File: src/rtl/input_debouncer_pkg.sv
// Shared definitions for the input debouncer: per-channel FSM state
// encoding, default debounce length and the counter sizing helper.
package input_debouncer_pkg;

  // Two-bit state encoding; the MSB doubles as the "currently high" side.
  typedef enum logic [1:0] {
    STABLE_LOW  = 2'b00,
    PEND_HIGH   = 2'b01,
    STABLE_HIGH = 2'b11,
    PEND_LOW    = 2'b10
  } deb_state_e;

  // Number of stable synchronized samples needed to accept a new level.
  localparam int DEFAULT_DEBOUNCE_CYCLES = 4;

  // Counter width able to hold 0 .. cycles-1 (cycles is at least 2).
  function automatic int count_width(input int cycles);
    return $clog2(cycles);
  endfunction

endpackage

File: src/rtl/debounce_channel.sv
// One debounce channel: two-flop synchronizer, four-state accept FSM with
// a run-length counter, registered clean level and one-cycle edge pulses.
module debounce_channel
  import input_debouncer_pkg::*;
#(
  parameter int DEBOUNCE_CYCLES = DEFAULT_DEBOUNCE_CYCLES
) (
  input  logic clk,
  input  logic rst_n,
  input  logic raw,
  output logic clean,
  output logic rise,
  output logic fall
);

  localparam int CW = count_width(DEBOUNCE_CYCLES);
  localparam logic [CW-1:0] LAST_COUNT = CW'(DEBOUNCE_CYCLES - 1);
  localparam logic [CW-1:0] ONE_COUNT  = CW'(1);
  localparam logic [CW-1:0] ZERO_COUNT = {CW{1'b0}};

  logic       sync1_r;
  logic       sync2_r;
  deb_state_e state_r;
  logic [CW-1:0] count_r;

  // Bring the asynchronous raw level into the clock domain.
  always_ff @(posedge clk or negedge rst_n) begin
    if (!rst_n) begin
      sync1_r <= 1'b0;
      sync2_r <= 1'b0;
    end else begin
      sync1_r <= raw;
      sync2_r <= sync1_r;
    end
  end

  // Accept FSM: a new level is taken only after DEBOUNCE_CYCLES consecutive
  // matching samples; any opposite sample while pending drops the count.
  always_ff @(posedge clk or negedge rst_n) begin
    if (!rst_n) begin
      state_r <= STABLE_LOW;
      count_r <= ZERO_COUNT;
      clean   <= 1'b0;
      rise    <= 1'b0;
      fall    <= 1'b0;
    end else begin
      rise <= 1'b0;
      fall <= 1'b0;
      case (state_r)
        STABLE_LOW: begin
          clean <= 1'b0;
          if (sync2_r) begin
            state_r <= PEND_HIGH;
            count_r <= ONE_COUNT;
          end else begin
            count_r <= ZERO_COUNT;
          end
        end
        PEND_HIGH: begin
          if (!sync2_r) begin
            state_r <= STABLE_LOW;
            count_r <= ZERO_COUNT;
          end else if (count_r == LAST_COUNT) begin
            state_r <= STABLE_HIGH;
            count_r <= ZERO_COUNT;
            clean   <= 1'b1;
            rise    <= 1'b1;
          end else begin
            count_r <= count_r + ONE_COUNT;
          end
        end
        STABLE_HIGH: begin
          clean <= 1'b1;
          if (!sync2_r) begin
            state_r <= PEND_LOW;
            count_r <= ONE_COUNT;
          end else begin
            count_r <= ZERO_COUNT;
          end
        end
        PEND_LOW: begin
          if (sync2_r) begin
            state_r <= STABLE_HIGH;
            count_r <= ZERO_COUNT;
          end else if (count_r == LAST_COUNT) begin
            state_r <= STABLE_LOW;
            count_r <= ZERO_COUNT;
            clean   <= 1'b0;
            fall    <= 1'b1;
          end else begin
            count_r <= count_r + ONE_COUNT;
          end
        end
        default: begin
          state_r <= STABLE_LOW;
          count_r <= ZERO_COUNT;
          clean   <= 1'b0;
        end
      endcase
    end
  end

endmodule

File: src/rtl/input_debouncer.sv
// Multi-channel input debouncer: WIDTH independent debounce channels,
// each producing a clean level plus rise/fall pulses.
module input_debouncer
  import input_debouncer_pkg::*;
#(
  parameter int WIDTH           = 2,
  parameter int DEBOUNCE_CYCLES = DEFAULT_DEBOUNCE_CYCLES
) (
  input  logic             clk,
  input  logic             rst_n,
  input  logic [WIDTH-1:0] raw_in,
  output logic [WIDTH-1:0] in_clean,
  output logic [WIDTH-1:0] in_rise,
  output logic [WIDTH-1:0] in_fall
);

  // One fully independent channel per input bit.
  for (genvar i = 0; i < WIDTH; i++) begin : g_chan
    debounce_channel #(
      .DEBOUNCE_CYCLES(DEBOUNCE_CYCLES)
    ) u_chan (
      .clk  (clk),
      .rst_n(rst_n),
      .raw  (raw_in[i]),
      .clean(in_clean[i]),
      .rise (in_rise[i]),
      .fall (in_fall[i])
    );
  end

endmodule

File: config.mk
export PLATFORM = sky130hd
export DESIGN_NAME = input_debouncer
export DESIGN_NICKNAME = d
export VERILOG_FILES = /design/src/rtl/input_debouncer_pkg.sv /design/src/rtl/debounce_channel.sv /design/src/rtl/input_debouncer.sv
export SDC_FILE = /design/constraint.sdc
export NUM_CORES = 1
export LEC_CHECK = 0
export BUFFER_PORTS_ARGS = -buffer_cell sky130_fd_sc_hd__buf_2
export CAP_MARGIN = 20
export CORE_MARGIN = 2
export CORE_UTILIZATION = 51
export CTS_CLUSTER_DIAMETER = 100
export DETAILED_ROUTE_END_ITERATION = 7
export GPL_TIMING_DRIVEN = 0
export PLACE_DENSITY = 0.73
export SYNTH_ARGS = -nofsm -noshare
export SYNTH_HDL_FRONTEND = slang
export SYNTH_SLANG_ARGS = --single-unit
File: constraint.sdc
create_clock -name clk -period 1.6 [get_ports clk]
set_input_delay 0.08 -clock clk [delete_from_list [all_inputs] [get_ports clk]]
set_output_delay 0.08 -clock clk [all_outputs]
set_load 0.02 [all_outputs]
### Word level (Yosys, flattened, before mapping)

Cells that the tools add are included.

* output and inout port bits: 6
* register bits: 18
* input port bits: 4
* logic and storage cells: 92

* equal/unequal tests: 24
* reduce and logical (&&, ||, !) cells: 6
* mux-type cells: 46
* $add $sub $neg: 2

Operators by type and width (count)
* 2-to-1 mux 2 bit: 18
* case mux 2 bit (4 select lines): 4
* 2-to-1 mux 1 bit: 22
* inequality test 2 x 1 -> 1 bit (second input constant): 8
* AND reduction 4 bit: 4
* equality test 2 bit (second input constant): 6
* inequality test 2 bit (second input constant): 4
* case mux 1 bit (4 select lines): 2
* inequality test 3 x 1 -> 1 bit (second input constant): 2
* inequality test 3 bit (second input constant): 2
* adder 2 x 1 -> 2 bit (second input constant): 2
* equality test 2 x 1 -> 1 bit (second input constant): 2
* zero test 2 bit: 2

### Depth between registers and ports, before layout

Gate-level depths: netlist of run 1.

* word-level depth: 4
* depth in mapped cells: 5
* gate-level depth less buffers: 5

### Hierarchy

Synthesis of run 1 repeated with hierarchy kept, for this count alone.

* cells, all modules: 87
* area, all modules: 973.4 µm²

By module, submodules not included
* debounce_channel at g_chan[0].u_chan: sequential area each 225.2 µm², cells each 44, instances 1, area each 488.0 µm²
* debounce_channel at g_chan[1].u_chan: sequential area each 225.2 µm², cells each 43, instances 1, area each 485.5 µm²

### Least setup slack after synthesis of run 1

Ideal clock, no wire load.

* path kind: reg-to-reg
* from: register g_chan[0].u_chan.state_r[1]
* to: register g_chan[0].u_chan.state_r[1]
* data arrival time: 1420 ps
* library setup time: 125 ps
* stages on the path, launching flop included: 6
* path slack: 55 ps
* required time: 1475 ps
* path buffers: 0
* cell sequence: dfrtp_1 > inv_1 > ha_1 > nor2b_1 > o32a_1 > mux2_4

* cells in the longest elaborated chain, start to end: 3
* elaborated cells between the ends (all ways): 10
* classes of those cells: eq/ne: 7; mux: 1; reduce/logical: 2

RTL lines
* start, declared: RTL line debounce_channel.sv:23 `deb_state_e state_r;`
* start signal, assigned: RTL line debounce_channel.sv:41 `state_r <= STABLE_LOW;`
* start signal, assigned: RTL line debounce_channel.sv:53 `state_r <= PEND_HIGH;`
* start signal, assigned: RTL line debounce_channel.sv:61 `state_r <= STABLE_LOW;`
* equality test 2 bit, or another cell as far along: RTL line debounce_channel.sv:49 `case (state_r)`
* inequality test 3 x 1 -> 1 bit (no source line), or another cell as far along
* AND reduction 4 bit (no source line)

Parallel ways exist; a longest one is shown, timed or not.
A chain may end at the register's enable or synchronous reset.

### Worst setup path after layout of run 1

* from: register g_chan[1].u_chan.state_r[1]
* to: register g_chan[1].u_chan.state_r[1]

* cells in the longest elaborated chain, start to end: 3
* elaborated cells between the ends (all ways): 10
* classes of those cells: eq/ne: 7; mux: 1; reduce/logical: 2

RTL lines (RTL line)
* start, declared: debounce_channel.sv:23
* start signal, assigned: debounce_channel.sv:41
* start signal, assigned: debounce_channel.sv:53
* start signal, assigned: debounce_channel.sv:61
* equality test 2 bit, or another cell as far along: debounce_channel.sv:49
* inequality test 3 x 1 -> 1 bit (no source line), or another cell as far along
* AND reduction 4 bit (no source line)

Parallel ways exist; a longest one is shown, timed or not.

==> results of run 1 <==
cell families after synthesis:
kind of cell / count (synthesis) / share of synthesized area (%)
compound gates: 15 / 10.6
fa+ha+maj: 13 / 15.9
buf+inv: 17 / 9.29
flops: 18 / 44.0
mux: 8 / 8.43
simple gates: 22 / 11.7
flip-flops by register name, indices dropped and copies added, names as in the netlist:
signal,count
g_chan.u_chan.count_r,4
g_chan.u_chan.state_r,4
g_chan.u_chan.clean,2
g_chan.u_chan.fall,2
g_chan.u_chan.rise,2
g_chan.u_chan.sync1_r,2
g_chan.u_chan.sync2_r,2
cell usage after synthesis (all sizes together), types with 2 or more instances:
library cell and count:
dfrtp 18, ha 13, inv 9, buf 8
mux2i 6, nor2 5, nand2 4, a21oi 3
and3 3, nand2b 3, nor3b 3, a21o 2
mux2 2, nor2b 2, o21ai 2
timing repair:
action                                  4_1_cts  5_1_grt
buffers inserted                              1        3
pin swaps                                     1        2
endpoints found under the setup margin        2        3
hold buffers                                  3        0
endpoints found under the hold margin        20        0
resized for setup                             3       19
layer usage:
layer / wire (um) / GRT usage (%) / part of all wire [%]
met1: 868 / 20.9 / 47
met2: 917 / 24.0 / 49
met3: 57 / 2.76 / 3.1
met4: 16 / 7.14 / 0.86
met5: 0 / 0 / 0
path summary, 6_finish.rpt:
path | cells past startpoint | endpoint
min reg2reg | 0 | g_chan[1].u_chan.sync2_r$_DFF_PN0_
max reg2reg | 5 | g_chan[1].u_chan.state_r[1]$_DFFE_PN0P_
max | 5 | g_chan[1].u_chan.state_r[1]$_DFFE_PN0P_
max in group asynchronous | 2 | g_chan[0].u_chan.state_r[0]$_DFFE_PN0P_
min in group clk | 0 | g_chan[1].u_chan.sync2_r$_DFF_PN0_
min | 2 | g_chan[0].u_chan.clean$_DFFE_PN0P_
worst max-delay path: stages (launching register included):
cell and delay, ns:
dfrtp_1 0.44, buf_4 0.15, ha_2 0.19, inv_1 0.08, a32oi_2 0.28, mux2_1 0.35
through the flow:
| step | utilization, % | setup WS, ns | TNS [ns] | hold slack (ns) |
|---|---|---|---|---|
| floorplan | - | 0.0549 | 0 | -0.216 |
| global placement | 57.4 | -0.0312 | -0.0314 | 0.0220 |
| detailed placement | 57.4 | -0.0591 | -0.0725 | 0.0283 |
| CTS | 61.8 | -0.00206 | -0.00206 | 0.236 |
| global route | 66.2 | -0.0480 | -0.0695 | 0.261 |
| finish | 66.2 | -0.00413 | -0.00413 | 0.229 |
power groups by stage:
stage / registers [W] / clock network [W] / logic (W)
final: 0.000687 / 0.000284 / 0.00115
after global routing: 0.000704 / 0.000309 / 0.00130
after CTS: 0.000659 / 0.000299 / 0.000936
after detailed placement: 0.000678 / 0 / 0.000879
after global placement: 0.000670 / 0 / 0.000846
after floorplan: 0.000653 / 0 / 0.000722
area by class of cell:
class                           instances  area, um^2
Multi-Input combinational cell         58         548
Buffer                                  8        61.3
Clock buffer                            4        36.3
Timing Repair Buffer                   16         105
Fill cell                             148         649
Inverter                                9        36.3
Sequential cell                        18         452
Tap cell                               27        33.8
==> out/qor.yml, run 1 <==
power:
  power_w: 0.00212
  power_density_nw_per_um2: 1670
  seq_power_share_pct: 32.4
  power_frac_clock_pct: 13.4
  combinationalPowerShare_pct: 54.3
  internal-power_w: 0.00131
  power_switching_w: 0.000813
  p_leak_nw: 0.628
  switching_share_pct: 38.3
  peakVddDrop_v: 0.000791
finish:
  syn_to_final_growth_pct: 24.3
  layout_common_cells: "dfrtp_1, buf_2, buf_4"
  drive_above_1_share_pct: 38.9
  final_area_um2: 1270
  finalNetCount: 131
  mostFrequentLayoutCell: "dfrtp_1"
  finalNonFillerCells: 140
  diodes: 0
logic_synthesis:
  synth_edf_count: 0
  ys_seq_area_share_pct: 44.0
  synth_top_cell_by_area: "dfrtp_1"
  synthCells: 93
  ys.flop_type: "dfrtp_1"
  synthesis.nets: 110
  synth_area_um2: 1020
  ys_ff_latch: 18
  ys_warn_count: 0
  synth_area_leaders: "dfrtp_1, ha_1, mux2i_1, buf_4, inv_1"
  syn_avg_cell_area_um2: 11.0
  synth.distinct_cells: 29
  yosysTopAreaCellShare_pct: 44.0
  postSynth.asyncResetShare_pct: 100
timing:
  setup_slack_ns: -0.00413
  fmax_ghz: 0.623
  setup_viol_count_final: 1
  hold_violations: 0
  finalMaxSlewViolations: 0
  period_minus_slack_ns: 1.60
  slew_headroom_pct: 74.1
  fin_crit_sh_pct: 100
  worst-slew-pin-transition_ns: 0.389
  skew_ns: 0.0110
routing:
  num_vias: 726
  detail-route-antenna-nets: 0
  dr.first_iter.drc_count: 15
  avgRoutedWirePerCell_um: 13.3
  drt-pass1-iter-count: 4
  vias_per_cell: 5.19
  finalWirelength_mm: 1.86
  drc: 0
floorplan:
  die_x_um: 48.8
  die-area_um2: 2380
  io_pins: 10
  rows: 16
  die_y_um: 48.8
  start_util_pct: 53.3
  core_area_um2: 1920
global_routing:
  antenna_found_initial: 0
  grt_usage_pct: 15.4
  grt_pass1_vias: 642
  grt_max_degree: 19
  grt-ovfl-total: 0
  grt_pass1_wl_mm: 2.81
place:
  place_area_um2: 1100
  place_hpwl_mm: 1.11
  numPortBuffers: 9
  gp_congestion: 0.806
  dp_cells: 129
cts:
  htreeDepth: 1
  clock_latency_ns: 0.30
  clk_pin_slew_ns: 0.11
  cts_tree: "built"
  cts_sinks: 18
  cts_buffer_depth: 2
  cts_made_buffers: 3
  cts_root_buf: "clkbuf_4"
worst_setup_path:
  reg2reg_from: "g_chan[1].u_chan.state_r[1]$_DFFE_PN0P_"
  worstPathRequired_ns: 1.78
  critPathMaxFanout: 5
  cp-startpoint: "g_chan[1].u_chan.state_r[1]$_DFFE_PN0P_"
  crit_path_end_kind: "register"
  crit_type: "register to register"
  cp-start-kind: "register"
  arrival_ns: 1.78
  regToRegSetupSlack_ns: -0.004
job:
  drv_cap: 0
status:
  outcome: "finished, violations left"
  violations: "negative setup slack"
hold_path:
  hold_path_class: "input pin to async pin"
(Power assumes the default switching activity.)
==> run 2, diff against run 1 <==
--- a/config.mk
+++ b/config.mk
@@ -8,11 +8,12 @@
 export BUFFER_PORTS_ARGS = -buffer_cell sky130_fd_sc_hd__buf_2
 export CAP_MARGIN = 20
 export CORE_MARGIN = 2
-export CORE_UTILIZATION = 51
+export CORE_UTILIZATION = 54
+export CTS_BUF_LIST = sky130_fd_sc_hd__clkbuf_8
 export CTS_CLUSTER_DIAMETER = 100
 export DETAILED_ROUTE_END_ITERATION = 7
 export GPL_TIMING_DRIVEN = 0
-export PLACE_DENSITY = 0.73
+export PLACE_DENSITY = 0.77
 export SYNTH_ARGS = -nofsm -noshare
 export SYNTH_HDL_FRONTEND = slang
 export SYNTH_SLANG_ARGS = --single-unit
==> run 2 against run 1 <==
- the run now ends clean
- sequential power is 2% lower
- clock power increased by 11%
- clock skew fell by 0.0096 ns
- final cell count shrank 2.9%
- design area is 2.6% lower
- worst setup slack improved by 0.015 ns
- critical path type unchanged
- critical endpoint unchanged
==> out/qor.yml, run 2 (synthesized netlist as in run 1, its figures left out) <==
timing:
  setup_tns_ns: 0  # +0.00413 ns
  skew_ns: 0.00142  # -0.00960 ns
  worst-slew-pin-transition_ns: 0.377  # -0.0116 ns
  fmax_ghz: 0.629  # +0.94%
  fin_crit_sh_pct: 99.3  # -0.94 points
  slew_headroom_pct: 74.8  # +0.77 points
  period_minus_slack_ns: 1.59  # -0.0150 ns
  setup_viol_count_final: 0  # -1
  hold-worst-slack_ns: 0.277  # +0.0478 ns
  finalMaxSlewViolations: 0  # unchanged
  hold_violations: 0  # unchanged
  setup_slack_ns: 0.0109  # +0.0150 ns
finish:
  fin_util_pct: 71.0  # +4.8 points
  mostFrequentLayoutCell: "dfrtp_1"
  finalNetCount: 130  # -0.76%
  diodes: 0  # unchanged
  reg.largest.list: "g_chan.u_chan.count_r x4, g_chan.u_chan.state_r x4"
  drive_above_1_share_pct: 33.3  # -5.6 points
  layout_common_cells: "dfrtp_1, buf_2, buf_4"
  syn_to_final_growth_pct: 21.1
floorplan:
  rows: 15  # -1
  die_y_um: 47.5  # -2.6%
  start_util_pct: 58.6  # +5.4 points
  die-area_um2: 2260  # -5.1%
  core_area_um2: 1750  # -9.2%
  io_pins: 10  # unchanged
  die_x_um: 47.5  # -2.6%
place:
  place_hpwl_mm: 1.15  # +3.1%
  numPortBuffers: 9  # unchanged
  dp_slack_ns: -0.0473  # +0.0119 ns
  gp_congestion: 0.841  # +4.4%
worst_setup_path:
  reg2reg_from: "g_chan[1].u_chan.count_r[0]$_DFF_PN0_"
  regToRegSetupSlack_ns: 0.01  # about the same
  critPathMaxFanout: 5  # unchanged
  crit_type: "register to register"
  arrival_ns: 1.73  # -0.05 ns
  cp-start-kind: "register"
  rr_worst_depth: 4  # -1
  worstPathRequired_ns: 1.74  # -0.04 ns
  r2r-end: "g_chan[1].u_chan.state_r[1]$_DFFE_PN0P_"
  crit_path_end_kind: "register"
cts:
  cts_root_buf: "clkbuf_8"
  cts_tree: "built"
  cts_buffer_depth: 2  # unchanged
  htreeDepth: 1  # unchanged
  clock_latency_ns: 0.25  # -0.05 ns
  clk_pin_slew_ns: 0.06  # -0.05 ns
  cts_made_buffers: 3  # unchanged
  cts_sinks: 18  # unchanged
global_routing:
  grt_max_degree: 19  # unchanged
  grt_pass1_wl_mm: 2.76  # -1.7%
  antenna_found_initial: 0  # unchanged
  grt_pass1_vias: 693  # +7.9%
  grt-ovfl-total: 0  # unchanged
  grt_usage_pct: 17.9  # +2.5 points
hold_path:
  hold_path_class: "input pin to async pin"
status:
  outcome: "completed"
routing:
  drc: 0  # unchanged
  finalWirelength_mm: 1.70  # -8.5%
  drt-pass1-iter-count: 4  # unchanged
  detail-route-antenna-nets: 0  # unchanged
  num_vias: 698  # -3.9%
  vias_per_cell: 5.13  # -1.0%
  avgRoutedWirePerCell_um: 12.5  # -5.8%
  dr.first_iter.drc_count: 9  # -6
power:
  p_leak_nw: 0.624  # -0.52%
  power_density_nw_per_um2: 1650  # -1.1%
  peakVddDrop_v: 0.000958  # +21%
job:
  drv_cap: 0  # unchanged
-- run 2: metal layers --
| metal | global-route usage, % | routed length [um] | vias up |
|---|---|---|---|
| met3 | 3.40 | 63 | 9 |
| met5 | 0 | 0 | - |
| li1 | - | - | 349 |
| met1 | 20.4 | 805 | 323 |
| met4 | 13.0 | 67 | 0 |
| met2 | 29.7 | 765 | 17 |
-- run 2: worst max path at each step --
| stage | cells after the start | endpoint | slack (ns) | start |
|---|---|---|---|---|
| 3_5_place_dp | 5 | g_chan[0].u_chan.state_r[1]$_DFFE_PN0P_ | -0.05 | g_chan[0].u_chan.state_r[1]$_DFFE_PN0P_ |
| 4_1_cts | 5 | g_chan[1].u_chan.state_r[1]$_DFFE_PN0P_ | 0.005 | g_chan[1].u_chan.state_r[0]$_DFFE_PN0P_ |
| 2_1_floorplan | 5 | g_chan[0].u_chan.state_r[1]$_DFFE_PN0P_ | 0.05 | g_chan[0].u_chan.state_r[1]$_DFFE_PN0P_ |
| 5_1_grt | 4 | g_chan[1].u_chan.state_r[1]$_DFFE_PN0P_ | -0.03 | g_chan[1].u_chan.count_r[0]$_DFF_PN0_ |
| 3_3_place_gp | 5 | g_chan[0].u_chan.state_r[1]$_DFFE_PN0P_ | -0.03 | g_chan[0].u_chan.state_r[1]$_DFFE_PN0P_ |
| 6_report | 4 | g_chan[1].u_chan.state_r[1]$_DFFE_PN0P_ | 0.01 | g_chan[1].u_chan.count_r[0]$_DFF_PN0_ |
-- run 2: repair_timing --
action	4_1_cts	5_1_grt
pin swaps	1	2
setup endpoints to repair	2	2
endpoints found under the hold margin	20	0
hold buffers	3	0
setup buffers	1	2
resized for setup	3	11
-- run 2: layout make-up --
type	instances	area, um^2
plain buffers	8	61.3
repair buffers	15	97.6
inverters	9	33.8
multi-input cells	58	523
fillers	126	505
well taps	25	31.3
clock buffers	3	41.3
flip-flops and latches	18	452
-- run 2: critical path, cell delays in order (launching register included) --
cell,delay (ns)
dfrtp_1,0.40
ha_1,0.25
nand2b_1,0.18
a32oi_2,0.29
mux2_1,0.35
-- run 2: power by group --
group / total [W] / internal (W) / switching, W
combinational: 0.00106 / 0.000541 / 0.000521
clock: 0.000314 / 0.000167 / 0.000147
sequential: 0.000670 / 0.000579 / 0.0000905
-- run 2: per-stage QoR --
step | power [W] | instance area, um^2 | instances
detailed placement | 0.00156 | 1100 | 127
finish | 0.00205 | 1240 | 136
floorplan | 0.00138 | 1020 | 93
global placement | 0.00151 | 1100 | 127
CTS | 0.00193 | 1190 | 134
global route | 0.00221 | 1240 | 136
==> run 3, diff against run 2 <==
--- a/config.mk
+++ b/config.mk
@@ -8,12 +8,12 @@
 export BUFFER_PORTS_ARGS = -buffer_cell sky130_fd_sc_hd__buf_2
 export CAP_MARGIN = 20
 export CORE_MARGIN = 2
-export CORE_UTILIZATION = 54
+export CORE_UTILIZATION = 64
 export CTS_BUF_LIST = sky130_fd_sc_hd__clkbuf_8
 export CTS_CLUSTER_DIAMETER = 100
 export DETAILED_ROUTE_END_ITERATION = 7
 export GPL_TIMING_DRIVEN = 0
-export PLACE_DENSITY = 0.77
+export PLACE_DENSITY = 0.85
 export SYNTH_ARGS = -nofsm -noshare
 export SYNTH_HDL_FRONTEND = slang
 export SYNTH_SLANG_ARGS = --single-unit
==> constraint.sdc (replaced) <==
create_clock -name clk -period 1.9 [get_ports clk]
set_input_delay 0.38 -clock clk [delete_from_list [all_inputs] [get_ports clk]]
set_output_delay 0.38 -clock clk [all_outputs]
set_load 0.02 [all_outputs]
==> run 3 against run 2 <==
- combinational power shrank 29%
- worst setup slack gained 0.20 ns
- critical path depth is 1 higher
- die area decreased by 14%
- sequential cell count did not move
- design area decreased by 7.8%
- fmax decreased by 5.9%
- global-route usage rose by 1.1 points
- wire length shrank 10%
- clock skew about the same
- register-to-register slack gained 0.20 ns
- largest cell class unchanged
==> out/qor.yml, run 3 (synthesized netlist as in run 1, its figures left out) <==
global_routing:
  grt_max_degree: 19  # unchanged
  grt_pass1_vias: 604  # -13%
  antenna_found_initial: 0  # unchanged
  grt.busiest_layer: "met2"
  grt_use_met2_pct: 28.5  # -1.2 points
  grt_pass1_wl_mm: 2.66  # -3.8%
  met1_usage_pct: 27.6  # +7.2 points
  grt_usage_pct: 19.0  # +1.1 points
  globalRouteMet3Util_pct: 2.50  # -0.90 points
  grt-ovfl-total: 0  # unchanged
power:
  p_leak_nw: 0.615  # -1.5%
  switching_share_pct: 36.1  # -0.98 points
  combinationalPowerShare_pct: 46.4  # -5.5 points
  internal-power_w: 0.00104  # -20%
  power_w: 0.00162  # -21%
  seq_power_share_pct: 34.9  # +2.2 points
  peakVddDrop_v: 0.000987  # +3.0%
  power_switching_w: 0.000585  # -23%
  power_density_nw_per_um2: 1420  # -14%
  power_frac_clock_pct: 18.7  # +3.3 points
job:
  drv_cap: 0  # unchanged
routing:
  dr.first_iter.drc_count: 11  # +2
  num_vias: 649  # -7.0%
  finalWirelength_mm: 1.53  # -10%
  vias_per_cell: 5.32  # +3.6%
  drc: 0  # unchanged
  detail-route-antenna-nets: 0  # unchanged
  drt-pass1-iter-count: 4  # unchanged
  avgRoutedWirePerCell_um: 12.5  # +0.14%
floorplan:
  rows: 14  # -1
  core_area_um2: 1510  # -14%
  start_util_pct: 67.9  # +9.3 points
  io_pins: 10  # unchanged
  die_x_um: 44.0  # -7.5%
  die_y_um: 44.0  # -7.5%
  die-area_um2: 1940  # -14%
finish:
  drive_above_1_share_pct: 21.7  # -12 points
  syn_to_final_growth_pct: 11.7
  mostFrequentLayoutCell: "dfrtp_1"
  finalNetCount: 124  # -4.6%
  finalNonFillerCells: 122  # -10%
  fill_cells: 96  # -24%
  fin_util_pct: 75.9  # +4.9 points
  layout_common_cells: "dfrtp_1, ha_1, buf_2"
  reg.largest.list: "g_chan.u_chan.count_r x4, g_chan.u_chan.state_r x4"
  final_area_um2: 1140  # -7.8%
  diodes: 0  # unchanged
worst_setup_path:
  cp-start-kind: "register"
  reg2reg_from: "g_chan[0].u_chan.state_r[1]$_DFFE_PN0P_"
  crit_chain: "inv_1 -> ha_1 -> nor2b_1 -> o32a_1 -> mux2_4"
  worstPathRequired_ns: 2.03  # +0.29 ns
  r2r-end: "g_chan[0].u_chan.state_r[1]$_DFFE_PN0P_"
  crit_slowest_cell: "dfrtp_1"
  crit_type: "register to register"
  critPathMaxFanout: 7  # +2
  rr_worst_depth: 5  # +1
  regToRegSetupSlack_ns: 0.21  # +0.20 ns
  cp_slowest_stage_delay_ns: 0.42  # +0.02 ns
  crit_path_end_kind: "register"
  arrival_ns: 1.82  # +0.09 ns
timing:
  rsz0062_at_grt: "no"
  slew_headroom_pct: 74.5  # -0.33 points
  period_minus_slack_ns: 1.69  # +0.0992 ns
  fmax_ghz: 0.592  # -5.9%
  setup_tns_ns: 0  # unchanged
  finalMaxSlewViolations: 0  # unchanged
  skew_ns: 0.00100  # -0.000419 ns
  worst-slew-pin-transition_ns: 0.382  # +0.00500 ns
  hold_violations: 0  # unchanged
  fin_crit_sh_pct: 88.9  # -10 points
  setup_viol_count_final: 0  # unchanged
cts:
  cts_buffer_depth: 2  # unchanged
  cts_sinks: 18  # unchanged
  htreeDepth: 1  # unchanged
  cts_resized: 0  # -3
  postCtsSetupRepairBufs: 0  # -1
  cts_tree: "built"
  cts_made_buffers: 3  # unchanged
  holdBufCountCts: 0  # -3
  cts_root_buf: "clkbuf_8"
  clk_pin_slew_ns: 0.06  # about the same
  clock_latency_ns: 0.25  # about the same
place:
  place_area_um2: 1090  # -1.0%
  numPortBuffers: 9  # unchanged
  dp_cells: 118  # -7.1%
  place_hpwl_mm: 1.15  # +0.36%
  gp_congestion: 0.851  # +1.1%
status:
  outcome: "completed"
hold_path:
  hold_path_class: "input pin to async pin"
[run 3: changes by cell type in the layout (fill, tap and decap cells not counted), sizes merged]
cell,delta
buf,-3
dlygate4sd3,-3
clkbuf,+1
[run 3: routing by layer]
| layer | share of wire, % | routed length (um) |
|---|---|---|
| met4 | 1.6 | 25 |
| met2 | 43 | 662 |
| met1 | 51 | 782 |
| met5 | 0 | 0 |
| met3 | 3.8 | 58 |
[run 3: through the flow]
step	setup slack, ns	hold WS [ns]
floorplan	0.355	0.0844
global placement	0.269	0.315
detailed placement	0.242	0.319
CTS	0.217	0.0505
global route	0.108	0.0819
finish	0.212	0.0433
[run 3: how the worst max path moves through the flow]
stage | startpoint | end | cells after the start
6_report | g_chan[0].u_chan.state_r[1]$_DFFE_PN0P_ | g_chan[0].u_chan.state_r[1]$_DFFE_PN0P_ | 5
5_1_grt | g_chan[0].u_chan.state_r[1]$_DFFE_PN0P_ | g_chan[0].u_chan.state_r[1]$_DFFE_PN0P_ | 5
4_1_cts | g_chan[0].u_chan.state_r[1]$_DFFE_PN0P_ | g_chan[0].u_chan.state_r[1]$_DFFE_PN0P_ | 5
3_5_place_dp | g_chan[0].u_chan.state_r[1]$_DFFE_PN0P_ | g_chan[0].u_chan.state_r[1]$_DFFE_PN0P_ | 5
3_3_place_gp | g_chan[0].u_chan.state_r[1]$_DFFE_PN0P_ | g_chan[0].u_chan.state_r[1]$_DFFE_PN0P_ | 5
2_1_floorplan | g_chan[0].u_chan.state_r[1]$_DFFE_PN0P_ | g_chan[0].u_chan.state_r[1]$_DFFE_PN0P_ | 5
[run 3: area by class of cell]
class	instances	area [um^2]	area share [%]
repair buffers	9	45.0	3.94
well taps	16	20.0	1.75
inverters	9	33.8	2.95
multi-input cells	58	478	41.8
clock buffers	4	55.1	4.81
flip-flops and latches	18	450	39.4
plain buffers	8	61.3	5.36
[run 3: worst max-delay path, delay by kind of cell, from the launching register on]
family | cells | cell delay [ns]
mux | 1 | 0.31
flops | 1 | 0.42
compound gates | 1 | 0.33
simple gates | 1 | 0.16
fa+ha+maj | 1 | 0.26
buf+inv | 1 | 0.09
[run 3: power by group through the flow]
stage,registers (W),logic [W],clock network [W]
final,0.000566,0.000752,0.000303
after global routing,0.000580,0.000856,0.000321
after CTS,0.000567,0.000754,0.000310
after detailed placement,0.000573,0.000747,0
after global placement,0.000563,0.000709,0
after floorplan,0.000550,0.000608,0
